`src/rtl/keypad_scan_ctrl.sv`:
```
// -----------------------------------------------------------------------------
// keypad_scan_ctrl
//
// Scans a 4x4 matrix keypad one row at a time. It debounces the press and the
// release of a single key and reports each new key once, as a hex code.
//
// While a key is being debounced or held, the row drive stays frozen on the
// key's row. Only the key's own column is watched, so other keys are locked
// out. A held key never repeats.
//
// Parameters
//   SETTLE    cycles each row is driven before its columns are sampled (>= 2)
//   DEBOUNCE  press / release debounce window in clk cycles (>= 2)
//
// Ports
//   clk        system clock, rising edge
//   reset      synchronous, active-high reset
//   col[3:0]   synchronized column sense, 1 = closed contact on the driven row
//   row[3:0]   one-hot, active-high row drive
//   key_valid  one-cycle pulse for a debounced new key press
//   key_code   hex code of the last valid key, held between pulses
//   busy       high whenever the scanner is not in SCAN
// -----------------------------------------------------------------------------
module keypad_scan_ctrl #(
    parameter int SETTLE   = 16,
    parameter int DEBOUNCE = 6000000
) (
    input  logic       clk,
    input  logic       reset,
    input  logic [3:0] col,
    output logic [3:0] row,
    output logic       key_valid,
    output logic [3:0] key_code,
    output logic       busy
);

    localparam int SW = $clog2(SETTLE);
    localparam int DW = $clog2(DEBOUNCE);
    localparam logic [SW-1:0] SETTLE_LAST = SW'(SETTLE - 1);
    localparam logic [DW-1:0] DB_LAST     = DW'(DEBOUNCE - 1);

    typedef enum logic [1:0] {
        SCAN       = 2'd0,
        PRESS_DB   = 2'd1,
        HELD       = 2'd2,
        RELEASE_DB = 2'd3
    } state_t;

    state_t        state;
    logic [SW-1:0] settle_cnt;
    logic [DW-1:0] db_cnt;
    logic [1:0]    r_idx;
    logic [1:0]    c_idx;

    logic       col_single;
    logic [1:0] col_idx;
    logic [1:0] row_idx;
    logic       col_hit;
    logic [3:0] row_next;

    // Keymap: r0: 1 2 3 A / r1: 4 5 6 B / r2: 7 8 9 C / r3: E 0 F D
    function automatic logic [3:0] key_map(input logic [1:0] r, input logic [1:0] c);
        logic [3:0] code;
        code = 4'h0;
        case ({r, c})
            4'h0: code = 4'h1;  4'h1: code = 4'h2;  4'h2: code = 4'h3;  4'h3: code = 4'hA;
            4'h4: code = 4'h4;  4'h5: code = 4'h5;  4'h6: code = 4'h6;  4'h7: code = 4'hB;
            4'h8: code = 4'h7;  4'h9: code = 4'h8;  4'hA: code = 4'h9;  4'hB: code = 4'hC;
            4'hC: code = 4'hE;  4'hD: code = 4'h0;  4'hE: code = 4'hF;  4'hF: code = 4'hD;
            default: code = 4'h0;
        endcase
        return code;
    endfunction

    // Sample decode. A column pattern counts as a key only when exactly one
    // bit is set; two or more contacts on one row are treated as no key.
    always_comb begin
        // NOTE: every output of a combinational block gets a default first so
        // that no path through the case statements leaves it unassigned (latch).
        col_single = 1'b0;
        col_idx    = 2'd0;
        row_idx    = 2'd0;
        case (col)
            4'b0001: begin col_single = 1'b1; col_idx = 2'd0; end
            4'b0010: begin col_single = 1'b1; col_idx = 2'd1; end
            4'b0100: begin col_single = 1'b1; col_idx = 2'd2; end
            4'b1000: begin col_single = 1'b1; col_idx = 2'd3; end
            default: begin col_single = 1'b0; col_idx = 2'd0; end
        endcase
        case (row)
            4'b0010: row_idx = 2'd1;
            4'b0100: row_idx = 2'd2;
            4'b1000: row_idx = 2'd3;
            default: row_idx = 2'd0;
        endcase
    end

    assign col_hit  = col[c_idx];
    assign row_next = {row[2:0], row[3]};

    always_ff @(posedge clk) begin
        // NOTE: all state here uses non-blocking assignments, so every
        // right-hand side sees the values from before this edge.
        if (reset) begin
            state      <= SCAN;
            row        <= 4'b0001;
            key_valid  <= 1'b0;
            key_code   <= 4'h0;
            busy       <= 1'b0;
            settle_cnt <= '0;
            db_cnt     <= '0;
            r_idx      <= 2'd0;
            c_idx      <= 2'd0;
        end else begin
            key_valid <= 1'b0;
            case (state)
                SCAN: begin
                    if (settle_cnt == SETTLE_LAST) begin
                        settle_cnt <= '0;
                        if (col_single) begin
                            r_idx  <= row_idx;
                            c_idx  <= col_idx;
                            db_cnt <= '0;
                            busy   <= 1'b1;
                            state  <= PRESS_DB;
                        end else begin
                            row <= row_next;
                        end
                    end else begin
                        settle_cnt <= settle_cnt + SW'(1);
                    end
                end

                PRESS_DB: begin
                    if (!col_hit) begin
                        // Bounce or glitch: give up silently and resume on the next row.
                        row        <= row_next;
                        settle_cnt <= '0;
                        busy       <= 1'b0;
                        state      <= SCAN;
                    end else if (db_cnt == DB_LAST) begin
                        key_valid <= 1'b1;
                        key_code  <= key_map(r_idx, c_idx);
                        state     <= HELD;
                    end else begin
                        db_cnt <= db_cnt + DW'(1);
                    end
                end

                HELD: begin
                    if (!col_hit) begin
                        db_cnt <= '0;
                        state  <= RELEASE_DB;
                    end
                end

                RELEASE_DB: begin
                    if (col_hit) begin
                        // Contact came back: restart the release window.
                        db_cnt <= '0;
                    end else if (db_cnt == DB_LAST) begin
                        row        <= row_next;
                        settle_cnt <= '0;
                        busy       <= 1'b0;
                        state      <= SCAN;
                    end else begin
                        db_cnt <= db_cnt + DW'(1);
                    end
                end

                default: begin
                    busy  <= 1'b0;
                    state <= SCAN;
                end
            endcase
        end
    end

endmodule

```
`config.mk`:
```
export PLATFORM = sky130hd
export DESIGN_NAME = keypad_scan_ctrl
export DESIGN_NICKNAME = d
export VERILOG_FILES = /design/src/rtl/keypad_scan_ctrl.sv
export SDC_FILE = /design/constraint.sdc
export NUM_CORES = 1
export LEC_CHECK = 0
export CORE_MARGIN = 1.5
export CORE_UTILIZATION = 35
export CTS_BUF_LIST = sky130_fd_sc_hd__clkbuf_4
export DETAILED_ROUTE_END_ITERATION = 6
export SYNTH_ARGS = -nofsm -noshare
export SYNTH_HDL_FRONTEND = slang
export SYNTH_SLANG_ARGS = --single-unit
```
`constraint.sdc`:
```
create_clock -name clk -period 2 [get_ports clk]
set_input_delay 0.2 -clock clk [delete_from_list [all_inputs] [get_ports clk]]
set_output_delay 0.2 -clock clk [all_outputs]
set_load 0.02 [all_outputs]
```
==> metrics.md <==
| Metric | Value |
|---|---|
| Setup CP Type | `reg -> reg` |
| N_diodes | `0` |
| Nets | `393` |
| Fmax achieved | `between 400 and 500 MHz` |
| Final Instance Area | `3780 um^2` |
| Syn avg cell area | `8.43 um^2` |
| WP buf/inv | `2` |
| Rows | `31` |
| Slew Limit Fails | `0` |
| Failing checks | `setup timing` |
| Fin worst setup slack | `-0.195 ns` |
| Post-Route WL | `7.47 mm` |
| Post-synth top flop | `dfxtp_1` |
| Clk_skew | `0.0120 ns` |
| Core area | `7250 um^2` |
| Largest net degree at the start of global routing | `40` |
| # hold bufs at CTS | `0` |
| Dpl hpwl | `4.71 mm` |
| Gpl congestion | `0.898` |
| Final setup violation count | `30` |
| Synth-to-Final Area Change | `44.6%` |
| Yosys top cell by area | `dfxtp_1` |
| Number of global-route vias before repair | `between 2,000 and 2,500` |
| IO Port Bufs | `15` |
| DR iter-0 viols | `85` |
| Max-slew headroom | `0.733` |
| Root Driver | `clkbuf_4` |
| VDD IR max | `0.000361 V` |
| Clk pin slew, worst setup/hold paths | `0.14 ns` |
| Top cells by area, synth | `dfxtp_1 (33%), mux2i_1 (10%), nand3_1 (5.6%), nand3b_1 (5.2%), nand2_1 (3.6%)` |
| Total CTS buffers | `5` |
| Boundary pin count | `16` |
| Startpoint Class | `flip-flop` |
| Async SR Flop Fraction | `0` |
| Vias per std cell | `5.58` |
| Syn Std Cell Area | `2610 um^2` |
| Pleak | `0.00138 uW` |
| Final min period | `between 2 and 2.5 ns` |
| Pwr dens | `443 nW/um^2` |
| Critical Path RT | `2.28 ns` |
| Worst-Margin Slew | `0.396 ns` |
| Synth Instances | `between 300 and 400` |
| Post-DR wirelength/cell | `15.6 um` |
| CP Cell Sequence | `or4bb_1, or4_4, buf_6, nor4_4, buf_6, mux2i_1, nor2_1` |
| TritonCTS clock tree | `built` |
| RSZ-0062 raised after global routing | `true` |
| Post-synth top cells | `dfxtp_1 (43), nand3_1 (29), mux2i_1 (26), nand2_1 (25), nand3b_1 (18)` |
| Status | `complete, but fails checks` |
| Routed via count | `2,679` |
| Die width | `89.4 um` |
| Worst-Skew Late Latency | `0.37 ns` |
| Slowest CP cell | `or4bb_1` |
| Yosys cell types | `50` |
| CTS Sinks | `between 40 and 50` |
| Register area share after synthesis | `0.330` |
| GRT Residual Overflow | `0` |
| CP peak stage delay | `0.54 ns` |
| Antenna viol nets, final | `0` |
| GRT Util Overall | `0.174` |
| EDFF count, synth | `0` |
| Flops & latches, synth | `43` |
| Worst-case clock buffer depth | `2` |
| Layout cells sized above 1 | `0.323` |
| Max Cap Viol | `0` |
| Inst Count DP | `462` |
| Starting Density | `0.360` |
| Yosys warns | `0` |
| H-tree depth | `2` |
| Crit-path leading delay family | `simple AND/OR/NAND/NOR gates` |
| First-pass GRT wire length | `around 11 mm` |
| Pre-antenna DRT Iters | `4` |
| Final hold violation count | `0` |
| Crit path capture type | `flip-flop` |
| Vert. Die Dim | `~90 um` |
| Finished Layout Cells | `480` |
| Yosys top cell area share | `0.330` |
| Critical Path AT | `2.48 ns` |
| Area after DPL | `~3300 um^2` |
| Drt drc | `0` |
| Top-count cell post-synth | `dfxtp_1` |
| Final Cycle Share | `1.10` |
| Synthesized Nets | `323` |
| Most frequent CP cell | `buf_6` |
| R2R setup slack | `-0.20 ns` |
| Crit Path Max Fanout | `5` |
| HP Class | `reg -> reg` |
| Die area | `7990 um^2` |
| Initial antenna violation count | `0` |
==> layer usage <==
layer	track usage	part of all wire	vias up
li1	-	-	1318
met1	0.220	0.43	1282
met2	0.299	0.51	63
met3	0.0305	0.040	16
met4	0.0601	0.018	0
met5	0	0	-
==> where the power goes <==
part	switching [uW]	total [uW]	internal [uW]
Clock	320	584	263
Sequential	6.93	873	866
Combinational	106	216	110
Total	433	1670	1240
==> state kept, by name, indices dropped and copies added (netlist names), named ones only <==
register	flops
busy	1
c_idx	2
db_cnt	23
key_code	4
key_valid	1
r_idx	2
row	4
settle_cnt	4
state	1
==> stage by stage <==
stage | setup TNS (ns) | hold slack, ns | util | worst slack (ns) | total power [uW]
floorplan | -1.66 | 0.377 | - | -0.151 | 981
global placement | -10.84 | 0.474 | 0.455 | -0.341 | 1050
detailed placement | -11.81 | 0.483 | 0.455 | -0.356 | 1050
CTS | -3.09 | 0.490 | 0.471 | -0.196 | 1640
global route | -5.25 | 0.513 | 0.521 | -0.246 | 1750
finish | -3.38 | 0.485 | 0.521 | -0.195 | 1670
==> worst min-delay path, stage by stage, from the launching register on <==
cell and delay [ns]:
dfxtp_1 0.34, nor2_1 0.08, a211oi_1 0.04
==> repair_timing <==
item                       CTS  global route
gates cloned                 0             7
resized for setup           10            41
setup endpoints to repair   24            41
pin swaps                    8            12
setup buffers                0             3
==> final cells by class <==
class | count | area, um^2
tap | 99 | 124
sequential | 43 | 870
fill | 676 | 3470
timing repair buffer | 85 | 825
inverter | 10 | 37.5
clock buffer | 5 | 37.5
multi-input combinational | 235 | 1840
clock inverter | 3 | 43.8
==> path summary, 6_finish.rpt <==
path                            start                  endpoint  cells past startpoint
max           db_cnt[21]$_SDFFE_PP0P_  key_code[1]$_SDFFE_PP0P_                      7
min          key_code[2]$_SDFFE_PP0P_  key_code[2]$_SDFFE_PP0P_                      2
min reg2reg  key_code[2]$_SDFFE_PP0P_  key_code[2]$_SDFFE_PP0P_                      2
max reg2reg   db_cnt[21]$_SDFFE_PP0P_  key_code[1]$_SDFFE_PP0P_                      7
==> logic make-up after synthesis <==
group	synth area share
and+or+nand+nor	0.259
AOI/OAI and AO/OA	0.201
DFF	0.330
buffers and inverters	0.0517
muxes	0.108
adders and majority gates	0.0335
xor gates and xnor gates	0.0168
==> cells in the final DEF, fill, tap and decap left out, types with 4 or more instances in the layout <==
cell type and n:
buf_4 53, dfxtp_1 36, mux2i_1 26, nand2_1 24, nand3_1 22, nand3b_1 18, clkdlybuf4s50_1 15, a21oi_1 13
nor2_1 13, inv_1 9, buf_6 9, o2111ai_1 8, o21ai_0 7, a211oi_1 7, ha_1 7, dfxtp_2 7
o21ai_1 6, nand3_2 6, and2_1 5, o211ai_1 5, clkbuf_4 5, xnor2_1 4, nor3_1 4, clkbuf_16 4
Note: power is estimated with default switching activity, not from simulation.
